## src/rtl/exu_muldiv.sv

```systemverilog
// exu_muldiv: iterative multiply/divide unit for the execute stage.
// The shift-add multiplier is always built. The restoring divider is built only when
// EXU_MULDIV_DIV_EN is defined; without it, divide/remainder ops complete as illegal.
module exu_muldiv (
  input  logic        clk,
  input  logic        rst,
  input  logic        in_valid,
  input  logic [3:0]  in_op,
  input  logic [63:0] in_src1,
  input  logic [63:0] in_src2,
  input  logic        flush,
  output logic        stall_req,
  output logic        busy,
  output logic        out_valid,
  output logic [63:0] out_result,
  output logic        out_illegal
);

  typedef enum logic [1:0] {StIdle, StBusy, StDone} state_e;

  localparam logic [3:0] OpMul    = 4'd0;
  localparam logic [3:0] OpMulh   = 4'd1;
  localparam logic [3:0] OpMulhsu = 4'd2;
  localparam logic [3:0] OpDiv    = 4'd4;
  localparam logic [3:0] OpDivu   = 4'd5;
  localparam logic [3:0] OpRem    = 4'd6;
  localparam logic [3:0] OpRemu   = 4'd7;
  localparam logic [3:0] OpMulw   = 4'd8;
  localparam logic [3:0] OpDivw   = 4'd9;
  localparam logic [3:0] OpDivuw  = 4'd10;
  localparam logic [3:0] OpRemw   = 4'd11;
  localparam logic [3:0] OpRemuw  = 4'd12;

  function automatic logic op_is_w(input logic [3:0] op);
    return op inside {OpMulw, OpDivw, OpDivuw, OpRemw, OpRemuw};
  endfunction

  function automatic logic op_is_div(input logic [3:0] op);
    return op inside {OpDiv, OpDivu, OpRem, OpRemu, OpDivw, OpDivuw, OpRemw, OpRemuw};
  endfunction

  state_e        state_q, state_d;
  logic [5:0]    cnt_q, cnt_d;
  logic [3:0]    op_q, op_d;
  logic          neg_q, neg_d;
  // acc: product high half / partial remainder; lo: multiplier+product low / quotient
  logic [63:0]   acc_q, acc_d;
  logic [63:0]   lo_q, lo_d;
  logic [63:0]   opd_q, opd_d;
  logic [63:0]   out_result_q, out_result_d;
  logic          out_illegal_q, out_illegal_d;

  logic          a_sgn, b_sgn, in_w, in_legal, a_neg, b_neg;
  logic [63:0]   a_w, b_w, a_mag, b_mag;
  logic [64:0]   mul_sum;
  logic [63:0]   step_acc, step_lo, fin_res;
  logic [127:0]  prod, prod_s;
  logic [5:0]    cnt_last;

  // Operand decode: signedness per op, W ops use only bits 31:0.
  always_comb begin
    a_sgn = 1'b0;
    b_sgn = 1'b0;
    case (in_op)
      OpMul, OpMulh, OpDiv, OpRem, OpDivw, OpRemw: begin
        a_sgn = 1'b1;
        b_sgn = 1'b1;
      end
      OpMulhsu: a_sgn = 1'b1;
      default: ;
    endcase
    in_w  = op_is_w(in_op);
    a_w   = in_w ? {{32{a_sgn & in_src1[31]}}, in_src1[31:0]} : in_src1;
    b_w   = in_w ? {{32{b_sgn & in_src2[31]}}, in_src2[31:0]} : in_src2;
    a_neg = a_sgn & a_w[63];
    b_neg = b_sgn & b_w[63];
    a_mag = a_neg ? -a_w : a_w;
    b_mag = b_neg ? -b_w : b_w;
`ifdef EXU_MULDIV_DIV_EN
    in_legal = (in_op <= OpRemuw);
`else
    in_legal = (in_op <= OpRemuw) && !op_is_div(in_op);
`endif
  end

`ifdef EXU_MULDIV_DIV_EN
  function automatic logic op_is_rem(input logic [3:0] op);
    return op inside {OpRem, OpRemu, OpRemw, OpRemuw};
  endfunction

  logic        in_div, in_rem, div_zero, div_ovf, rem_ge;
  logic [63:0] a_sx, min_w, rem_sub, dval, dval_s;
  logic [64:0] rem_sh;

  // Divider corner cases resolved at accept time without iterating.
  always_comb begin
    in_div   = op_is_div(in_op);
    in_rem   = op_is_rem(in_op);
    a_sx     = in_w ? {{32{in_src1[31]}}, in_src1[31:0]} : in_src1;
    min_w    = in_w ? 64'hFFFF_FFFF_8000_0000 : 64'h8000_0000_0000_0000;
    div_zero = (b_w == '0);
    div_ovf  = a_sgn && (a_w == min_w) && (b_w == '1);
  end
`endif

  // One iteration of the active algorithm.
  always_comb begin
    mul_sum  = {1'b0, acc_q} + {1'b0, (lo_q[0] ? opd_q : 64'd0)};
    step_acc = mul_sum[64:1];
    step_lo  = {mul_sum[0], lo_q[63:1]};
`ifdef EXU_MULDIV_DIV_EN
    rem_sh  = {acc_q, lo_q[63]};
    rem_ge  = (rem_sh >= {1'b0, opd_q});
    rem_sub = rem_sh[63:0] - opd_q;
    if (op_is_div(op_q)) begin
      step_acc = rem_ge ? rem_sub : rem_sh[63:0];
      step_lo  = {lo_q[62:0], rem_ge};
    end
`endif
  end

  // Final result from the last iteration's values, with sign fix-up.
  always_comb begin
    cnt_last = op_is_w(op_q) ? 6'd31 : 6'd63;
    prod     = {step_acc, step_lo};
    prod_s   = neg_q ? -prod : prod;
    if (op_q == OpMulw) begin
      // 32 right shifts leave the low product word in lo[63:32]
      fin_res = {{32{step_lo[63]}}, step_lo[63:32]};
    end else if (op_q == OpMul) begin
      fin_res = prod_s[63:0];
    end else begin
      fin_res = prod_s[127:64];
    end
`ifdef EXU_MULDIV_DIV_EN
    dval   = op_is_rem(op_q) ? step_acc : step_lo;
    dval_s = neg_q ? -dval : dval;
    if (op_is_div(op_q)) begin
      fin_res = op_is_w(op_q) ? {{32{dval_s[31]}}, dval_s[31:0]} : dval_s;
    end
`endif
  end

  // Control FSM and datapath next state.
  always_comb begin
    state_d       = state_q;
    cnt_d         = cnt_q;
    op_d          = op_q;
    neg_d         = neg_q;
    acc_d         = acc_q;
    lo_d          = lo_q;
    opd_d         = opd_q;
    out_result_d  = out_result_q;
    out_illegal_d = 1'b0;
    unique case (state_q)
      StIdle: begin
        if (in_valid) begin
          op_d    = in_op;
          cnt_d   = '0;
          neg_d   = a_neg ^ b_neg;
          acc_d   = '0;
          opd_d   = a_mag;
          lo_d    = b_mag;
          state_d = StBusy;
          if (!in_legal) begin
            state_d       = StDone;
            out_result_d  = '0;
            out_illegal_d = 1'b1;
          end
`ifdef EXU_MULDIV_DIV_EN
          else if (in_div) begin
            opd_d = b_mag;
            // W dividend sits in the top word so its MSB shifts out first
            lo_d  = in_w ? {a_mag[31:0], 32'd0} : a_mag;
            if (in_rem) neg_d = a_neg;
            if (div_zero) begin
              state_d      = StDone;
              out_result_d = in_rem ? a_sx : '1;
            end else if (div_ovf) begin
              state_d      = StDone;
              out_result_d = in_rem ? '0 : a_w;
            end
          end
`endif
        end
      end
      StBusy: begin
        acc_d = step_acc;
        lo_d  = step_lo;
        if (cnt_q == cnt_last) begin
          state_d      = StDone;
          out_result_d = fin_res;
        end else begin
          cnt_d = cnt_q + 6'd1;
        end
      end
      StDone:  state_d = StIdle;
      default: state_d = StIdle;
    endcase
    if (flush) begin
      state_d       = StIdle;
      out_illegal_d = 1'b0;
    end
  end

  // State registers, cleared asynchronously.
  always_ff @(posedge clk or posedge rst) begin
    if (rst) begin
      state_q       <= StIdle;
      cnt_q         <= '0;
      op_q          <= '0;
      neg_q         <= 1'b0;
      acc_q         <= '0;
      lo_q          <= '0;
      opd_q         <= '0;
      out_result_q  <= '0;
      out_illegal_q <= 1'b0;
    end else begin
      state_q       <= state_d;
      cnt_q         <= cnt_d;
      op_q          <= op_d;
      neg_q         <= neg_d;
      acc_q         <= acc_d;
      lo_q          <= lo_d;
      opd_q         <= opd_d;
      out_result_q  <= out_result_d;
      out_illegal_q <= out_illegal_d;
    end
  end

  assign stall_req   = ((state_q == StIdle) && in_valid && !flush) || (state_q == StBusy);
  assign busy        = (state_q == StBusy);
  assign out_valid   = (state_q == StDone);
  assign out_result  = out_result_q;
  assign out_illegal = out_illegal_q;

endmodule

```

## config.mk

```make
export PLATFORM = sky130hd
export DESIGN_NAME = exu_muldiv
export DESIGN_NICKNAME = d
export VERILOG_FILES = /design/src/rtl/exu_muldiv.sv
export SDC_FILE = /design/constraint.sdc
export NUM_CORES = 1
export LEC_CHECK = 0
export BUFFER_PORTS_ARGS = -buffer_cell sky130_fd_sc_hd__buf_2
export CAP_MARGIN = 10
export CORE_UTILIZATION = 45
export DETAILED_ROUTE_END_ITERATION = 7
export GPL_TIMING_DRIVEN = 0
export PLACE_DENSITY = 0.65
export REMOVE_ABC_BUFFERS = 1
export SYNTH_ARGS = -nofsm -noshare
export SYNTH_HDL_FRONTEND = slang
export SYNTH_SLANG_ARGS = --single-unit
```

## constraint.sdc

```tcl
create_clock -name clk -period 9.1 [get_ports clk]
set_clock_uncertainty 0.15 [all_clocks]
set_input_delay 1.82 -clock clk [delete_from_list [all_inputs] [get_ports clk]]
set_output_delay 1.82 -clock clk [all_outputs]
set_load 0.005 [all_outputs]
```

== After elaboration in Yosys (flattened, before gate mapping) ==
Index checks and enable logic that the tools add are counted.
Storage, ports and cells
  memory bits (writable): 0
  logic and storage cells: 96
  register bits: 270
  latch bits: 0
  bits of input ports: 136
  memories: 0
  ROM bits: 0
Operators by class
  shift-type cells: 0
  bitwise logic cells: 5
  equal/unequal tests: 25
  multiply operators: 0
  add/subtract/negate cells: 5
  div/mod/pow operators: 0
  reduce and logical (&&, ||, !) cells: 20
  magnitude comparators: 1
  mux-type cells: 31
Operators by type and width (number)
  64-bit 2-to-1 mux: 12
  64-bit case mux with 2 select lines: 3
  128-bit 2-to-1 mux: 1
  128-bit negation: 1
  64-bit negation: 2
  64-bit by 64-bit adder with 65-bit output: 1
  4-bit equality test (second input constant): 10
  6-bit 2-to-1 mux: 3
  4-bit by 3-bit equality test with 1-bit output (second input constant): 4
  6-bit case mux with 2 select lines: 1
  5-bit nonzero test: 2
  4-bit zero test: 2
  2-bit 2-to-1 mux: 4
  8-bit nonzero test: 1
  7-bit OR reduction: 1
  6-bit by 1-bit adder with 6-bit output (second input constant): 1
  6-bit equality test: 1
  1-bit 2-to-1 mux: 6
  2-bit inequality test (second input constant): 3
  2-bit AND reduction: 3
  6-bit OR reduction: 1
  1-bit bitwise AND: 4
  4-bit by 1-bit equality test with 1-bit output (second input constant): 1
  4-bit by 2-bit equality test with 1-bit output (second input constant): 1
  15 further kinds: 18

== Logic depth before layout (Yosys ltp) ==
Gate-level depths: netlist (run 1).
  depth after elaboration: 9
  depth in mapped cells: 19

== Least setup slack after synthesis (run 1) ==
OpenSTA, ideal clock, no wires.
  path kind: input port to flip-flop
  start point: in in_src1[16]
  end point: reg opd_q[55]
  cell stages on the path: 11
  path buffers: 0
  setup time: 133 ps
  slack: 3913 ps
  required time: 8817 ps
  data arrival time: 4904 ps
  path through: or4_1 -> nor4_1 -> or4b_1 -> nor2_1 -> and3_1 -> nand3_1 -> o21bai_1 -> or3_1 -> o31ai_1 -> xor2_1 -> o21ai_0
On the way
  word-level cells in the longest chain between the ends: 3
RTL lines
  start: declaration: line 9  | input logic [63:0] in_src1,
  64-bit 2-to-1 mux: line 73  | a_w = in_w ? {{32{a_sgn & in_src1[31]}}, in_src1[31:0]} : in_src1;
  64-bit negation: line 77  | a_mag = a_neg ? -a_w : a_w;
  64-bit 2-to-1 mux: line 77
  end signal: assignment: line 225  | opd_q <= opd_d;
  end: declaration: line 49  | logic [63:0] opd_q, opd_d;
Every way passes these cells.
A chain may end at the register's enable or synchronous reset.

== Final worst setup path (run 1) ==
  start point: reg lo_q[0]
  end point: reg out_result_q[53] (netlist: out_result[53])
On the way
  word-level cells in the longest chain between the ends: 8
RTL lines
  start: declaration: line 48  | logic [63:0] lo_q, lo_d;
  start signal: assignment: line 224  | lo_q <= lo_d;
  64-bit 2-to-1 mux *: line 108  | mul_sum = {1'b0, acc_q} + {1'b0, (lo_q[0] ? opd_q : 64'd0)};
  64-bit by 64-bit adder with 65-bit output *: line 108
  128-bit negation: line 126  | prod_s = neg_q ? -prod : prod;
  128-bit 2-to-1 mux: line 126
  64-bit 2-to-1 mux: line 130  | end else if (op_q == OpMul) begin
  64-bit 2-to-1 mux *: line 127  | if (op_q == OpMulw) begin
  64-bit 2-to-1 mux *: line 190  | if (cnt_q == cnt_last) begin
  64-bit case mux with 2 select lines *: line 155  | unique case (state_q)
  end signal: assignment: line 226  | out_result_q <= out_result_d;
  end: declaration: line 50  | logic [63:0] out_result_q, out_result_d;
Every way passes the cells marked *; elsewhere a longest branch is shown, timed or not. The select of a mux whose other input is x is not followed.

==> results.json, run 1 <==
{
  "dieArea_sq_mm": 0.05205,
  "crit_start": "lo_q[0]",
  "post_drt_wl_per_cell_microns": 23.35,
  "synth_edf_count": 0,
  "worst_ep_required_time_ns": 9.41,
  "htreeDepth": 2,
  "grt-ovfl-total": 0,
  "final_min_period_over_clock_period": 0.7386,
  "cp-end-kind": "register",
  "synthCells": 2991,
  "fin_nets": 3258,
  "critPathKind": "register to register",
  "grt_max_degree": 122,
  "synth_xor_area_frac": 0.08716,
  "pre_cts_ws_ns": 2.512,
  "diodes": 0,
  "viasPerCell": 6.406,
  "internal_power_w": 0.002954,
  "synth_area_sq_mm": 0.02301,
  "fin_ws_ns": 2.379,
  "max_freq_mhz": 148.8,
  "clkPwrFrac": 0.272,
  "drive_gt1_frac": 0.1180,
  "slowest_delay_ns": 0.79,
  "synth_top_family_by_area": "compound AO/OA/AOI/OAI gates",
  "syn_to_final_growth_pct": 11.90,
  "synth_top_area_share": 0.2936,
  "p_seq_frac": 0.318,
  "p_leak_nw": 10.96,
  "clock_sinks": 270,
  "wirelength_microns": 87500,
  "grt_pass1_vias": 22640,
  "r2r-start": "lo_q[0]",
  "hold_path_class": "register to register",
  "fin_cells": 3747,
  "synth_seq_cells": 270,
  "ys_async_sr_fraction": 1.000,
  "grt_pass1_wl_microns": 135100,
  "layout_commonest_cell": "nand2_1",
  "worst_path_max_delay_cell": "nor4_1",
  "drt_iter0_drc": 2547,
  "rsz0062_at_grt": "no",
  "yosysUniqueCellTypes": 105,
  "p_comb_frac": 0.410,
  "sw_frac_of_total": 0.4249,
  "synth_ff_type": "dfrtp_1",
  "fp.coreArea_sq_mm": 0.05027,
  "clock_path_buffers": 3,
  "place_hpwl_microns": 67250,
  "seq_area_frac_synth": 0.2936,
  "io_buffers": 203,
  "cts_root_buffer": "clkbuf_16",
  "utilization": 0.5122,
  "power.density_mw_per_mm2": 199.5,
  "grt_usage": 0.3286,
  "slew_headroom": 0.1906,
  "path_delay_family": "simple AND/OR/NAND/NOR gates",
  "slew_violations": 0,
  "top_level_ports": 204,
  "synth_mux_area_frac": 0.01164,
  "postCtsSetupBuffers": 0,
  "layout_min_cycle_time_ns": 6.721,
  "ir_worst_vdd_v": 0.0001511,
  "critPathBufInv": 1,
  "synth-simple-area-share": 0.2527,
  "r2r_slack_ns": 2.38,
  "clock_latency_ns": 0.56,
  "gp_congestion": 0.9768,
  "cts_made_buffers": 34,
  "start_kind": "register",
  "finalHoldViolations": 0,
  "syn_avg_cell_area_sq_um": 7.694,
  "yosysWarningCount": 0,
  "hold_buffers": 0,
  "synth_largest_area_cell": "dfrtp_1",
  "status": "complete, no violations",
  "cp.arrival_ns": 7.03,
  "die_h_microns": 228.1,
  "setup_viol": 0,
  "path_max_fanout": 61,
  "start_util": 0.4577,
  "rows": 82,
  "p_sw_w": 0.002182,
  "final_cell_mix": "nand2_1, o21ai_0, dfrtp_1, nor2_1, buf_2",
  "worstPathCellList": "buf_12 > and2_1 > ha_1 > nand4_2 > o221ai_1 > nand3_1 > a31oi_1 > xnor2_1 > o221ai_1 > nor4_1 > nand4_1 > or2_1 > nor4_1 > nand4_1 > and3b_1",
  "tritoncts": "built",
  "worstMarginPinSlew_ns": 1.203,
  "dr.pass1.iters": 8,
  "antenna_found_initial": 2,
  "min_from": "out_result[45]",
  "num_vias": 24000,
  "clk_pin_slew_ns": 0.06,
  "synth_area_leaders": "dfrtp_1, o21ai_0, nand2_1",
  "synthAdderAreaFrac": 0.03784,
  "cap_violations": 0,
  "cts_resized": 0,
  "n_fill_cell": 4969,
  "ant_nets": 0,
  "synth_compound_area_frac": 0.2759,
  "post-place-cells": 3688,
  "drcViolationCount": 0,
  "fp.dieW_microns": 228.1,
  "hold_ws_ns": 0.3225
}
per-stage QoR:
stage	TNS, ns	area (sq um)	power, W
floorplan	-83.34	22220	0.002931
global placement	-1199.75	24080	0.003646
detailed placement	0	24600	0.003700
CTS	0	25720	0.005114
global route	0	25750	0.005403
finish	0	25750	0.005137
layer usage:
| layer | part of all wire | wire length, microns | vias to the layer above | global-route usage |
|---|---|---|---|---|
| met5 | 0 | 0 | - | 0 |
| met4 | 0.041 | 3590 | 0 | 0.1296 |
| met3 | 0.070 | 6143 | 188 | 0.04688 |
| met2 | 0.45 | 39010 | 1011 | 0.5172 |
| met1 | 0.44 | 38760 | 11650 | 0.4536 |
| li1 | - | - | 11160 | - |
worst reg2reg max path: stages (launching register included):
cell,delay [ns]
dfrtp_2,0.46
buf_12,0.18
and2_1,0.24
ha_1,0.47
nand4_2,0.22
o221ai_1,0.47
nand3_1,0.34
a31oi_1,0.33
xnor2_1,0.36
o221ai_1,0.48
nor4_1,0.80
nand4_1,0.71
or2_1,0.62
nor4_1,0.43
nand4_1,0.13
and3b_1,0.22
kinds of logic (layout without fill, tap and decap cells):
| family | count (synthesis) | in the layout |
|---|---|---|
| flops | 270 | 270 |
| fa+ha+maj | 69 | 69 |
| compound gates | 996 | 996 |
| xor+xnor | 229 | 229 |
| simple gates | 1159 | 1159 |
| buf+inv | 242 | 326 |
| mux | 26 | 26 |
layout make-up:
type | instances | area (sq um) | share of cell area
flip-flops and latches | 270 | 6761 | 0.2626
repair buffers | 226 | 1490 | 0.05787
multi-input cells | 2479 | 15370 | 0.5968
clock inverters | 11 | 131.4 | 0.005102
inverters | 42 | 167.7 | 0.006511
well taps | 672 | 840.8 | 0.03265
clock buffers | 47 | 991.0 | 0.03848
power by group through the flow:
stage          sequential [W]  combinational [W]  clock (W)
2_1_floorplan         0.00157            0.00136          0
3_3_place_gp          0.00168            0.00197          0
3_5_place_dp          0.00164            0.00205          0
4_1_cts               0.00163            0.00207    0.00142
5_1_grt               0.00165            0.00228    0.00146
6_report              0.00164            0.00211    0.00139
synth_stat cells (19+ instances only):
master,n
nand2_1,385
o21ai_0,351
dfrtp_1,270
nor2_1,211
a21oi_1,201
clkbuf_1,168
xnor2_1,129
nand3_1,126
xor2_1,100
and2_1,84
nor3_1,74
ha_1,68
o31ai_1,66
a22oi_1,56
a21o_1,46
nand4_1,43
inv_1,41
or3_1,34
nor4_1,33
a31oi_1,28
and3_1,26
a211oi_1,24
or4_1,24
a221oi_1,21
nand2b_1,21
mux2i_1,20
o211ai_1,19
o41ai_1,19
path summary, 6_finish.rpt:
path                                   to  depth (start not counted)
max in group asynchronous       opd_q[52]                          3
setup / recovery           out_result[53]                         15
min in group asynchronous  out_result[11]                          2
hold reg to reg            out_result[45]                          2
hold / removal             out_result[45]                          2
setup reg to reg           out_result[53]                         15
flip-flops by register name (all words and copies together), names as in the netlist:
| signal | flops |
|---|---|
| opd_q | 64 |
| out_result | 64 |
| out_illegal | 1 |
| cnt_q | 6 |
| op_q | 4 |
| lo_q | 64 |
| state_q | 2 |
| neg_q | 1 |
| acc_q | 64 |
(Power assumes the default switching activity.)
==> inputs of run 2 (changes only) <==
==> constraint.sdc (replaced) <==
create_clock -name clk -period 5.5 [get_ports clk]
set_clock_uncertainty 0.15 [all_clocks]
set_input_delay 1.1 -clock clk [delete_from_list [all_inputs] [get_ports clk]]
set_output_delay 1.1 -clock clk [all_outputs]
set_load 0.005 [all_outputs]
==> run 2 against run 1 <==
Compared with the run above:
- critical path depth did not move
- non-clock buffer count grew 25
- critical path type unchanged
- flip-flop and latch count did not move
- sequential power increased by 65%
- clock-buffer cell count stayed put
- sequential share of layout area shrank 0.66 points
- clock power is 66% higher
- maximum frequency is 26% higher
- setup slack worse by 2.2 ns
- largest power group unchanged
- power grew 69%
- largest cell class unchanged
- via count is 0.36% higher
==> results.json, run 2 (synthesis gave the netlist of run 1 again) <==
{
  "cp-end-kind": "register",
  "layout.area.seq_sq_mm": 0.006761,
  "slew_violations": 0,
  "io_buffers": 203,
  "setup_viol": 0,
  "power.density_mw_per_mm2": 329.0,
  "cts_made_buffers": 34,
  "die_h_microns": 228.1,
  "worstPathCellList": "buf_12 > and2_1 > ha_1 > nand4_1 > nor3_1 > o211ai_1 > a31oi_2 > o31ai_1 > nand3b_1 > nand3_1 > and4b_2 > nand4b_1 > or4b_2 > mux2i_1 > a31oi_1",
  "met2_usage": 0.5213,
  "rows": 82,
  "n_fill_cell": 4919,
  "grt_usage": 0.3292,
  "status": "complete, no violations",
  "grt_max_degree": 122,
  "num_vias": 24090,
  "worstMarginPinSlew_ns": 1.181,
  "fin_ws_ns": 0.1661,
  "cp.arrival_ns": 5.62,
  "start_kind": "register",
  "clk_pin_slew_ns": 0.06,
  "diodes": 0,
  "grtUsageMet1": 0.4531,
  "ir_worst_vdd_v": 0.0002512,
  "htreeDepth": 2,
  "globalRouteMet3Util": 0.04775,
  "final_cell_mix": "nand2_1, o21ai_0, dfrtp_1, nor2_1, buf_2",
  "clock_sinks": 270,
  "worst_path_max_delay_cell": "or4b_2",
  "fp.coreArea_sq_mm": 0.05027,
  "place_hpwl_microns": 67250,
  "pre_cts_ws_ns": -1.088,
  "worst_ep_required_time_ns": 5.79,
  "antenna_found_initial": 1,
  "rsz0062_at_grt": "no",
  "finalHoldViolations": 0,
  "path_delay_family": "simple AND/OR/NAND/NOR gates",
  "viasPerCell": 6.387,
  "max_freq_mhz": 187.5,
  "cap_violations": 0,
  "hold_ws_ns": 0.3211,
  "p_leak_nw": 11.18,
  "critPathKind": "register to register",
  "syn_to_final_growth_pct": 14.78,
  "grt_pass1_vias": 22730,
  "clock_latency_ns": 0.56,
  "fp.dieW_microns": 228.1,
  "drt_iter0_drc": 2404,
  "hold_path_class": "register to register",
  "multiInputGateArea_sq_mm": 0.01583,
  "grt-busiest-layer": "met2",
  "gp_congestion": 0.9768,
  "wirelength_microns": 88160,
  "slowest_delay_ns": 0.74,
  "drcViolationCount": 0,
  "drive_gt1_frac": 0.1455,
  "start_util": 0.4577,
  "dr.pass1.iters": 6,
  "slew_headroom": 0.2124,
  "r2r-end": "out_result[63]",
  "path_depth": 15,
  "critPathBufInv": 1,
  "layout_commonest_cell": "nand2_1",
  "ant_nets": 0,
  "cts_root_buffer": "clkbuf_16",
  "clock_path_buffers": 3,
  "fin_nets": 3283,
  "final_area_sq_mm": 0.02641,
  "post_drt_wl_per_cell_microns": 23.37,
  "setup_tns_ns": 0,
  "hold_buffers": 0,
  "tritoncts": "built",
  "path_max_fanout": 61,
  "r2r_cells": 15,
  "layout_min_cycle_time_ns": 5.334,
  "worstSetupEndpoint": "out_result[63]",
  "top_level_ports": 204,
  "grt_pass1_wl_microns": 135400,
  "final_min_period_over_clock_period": 0.9698,
  "r2r-start": "lo_q[0]",
  "placed_cell_area_sq_mm": 0.02460,
  "r2r_slack_ns": 0.17,
  "crit_start": "lo_q[0]",
  "dieArea_sq_mm": 0.05205,
  "grt-ovfl-total": 0
}
## run 2: cell types whose count changed in the layout (fill, tap and decap cells not counted), sizes merged
| cell | before | now |
|---|---|---|
| buf | 226 | 251 |
## run 2: worst min path at each step
| stage | end | startpoint | cells past startpoint | slack (ns) |
|---|---|---|---|---|
| final | out_result[45] | out_result[45] | 2 | 0.32 |
| after global routing | out_result[45] | out_result[45] | 2 | 0.35 |
| after CTS | out_result[45] | out_result[45] | 2 | 0.32 |
| after detailed placement | out_result[45] | out_result[45] | 2 | 0.31 |
| after global placement | out_result[45] | out_result[45] | 2 | 0.30 |
| after floorplan | opd_q[34] | opd_q[34] | 2 | 0.28 |
## run 2: timing repair
action,CTS,global route
resized for setup,35,51
buffers inserted,7,18
pin swaps,3,14
setup endpoints to repair,36,32
## run 2: power breakdown
part | leakage, nW | internal (W) | switching (W)
sequential | 3.54 | 0.00229 | 0.000414
combinational | 7.08 | 0.00135 | 0.00232
clock | 0.557 | 0.00136 | 0.000957
total | 11.2 | 0.00500 | 0.00369
## run 2: cell type report
type,count,area share
Tap cell,672,0.03183
Timing Repair Buffer,251,0.06400
Multi-Input combinational cell,2479,0.5993
Clock inverter,11,0.004974
Clock buffer,47,0.03752
Inverter,42,0.006348
Sequential cell,270,0.2560
## run 2: worst min-delay path, cell delays in order, from the launching register on
cell and delay (ns):
dfrtp_1 0.34, nand2_1 0.05, nand2_1 0.05
## run 2: per-stage QoR
| stage | total power, W | utilization | instances |
|---|---|---|---|
| global placement | 0.006032 | 0.4790 | 3666 |
| CTS | 0.008540 | 0.5171 | 3753 |
| floorplan | 0.004850 | - | 2791 |
| global route | 0.009129 | 0.5254 | 3772 |
| detailed placement | 0.006121 | 0.4893 | 3688 |
| finish | 0.008689 | 0.5254 | 3772 |
## run 2: per-layer routing
metal  vias to the layer above  part of all wire
met5                         -                 0
met4                         0             0.037
met3                       167             0.068
met2                       939              0.45
met1                     11810              0.44
li1                      11180                 -
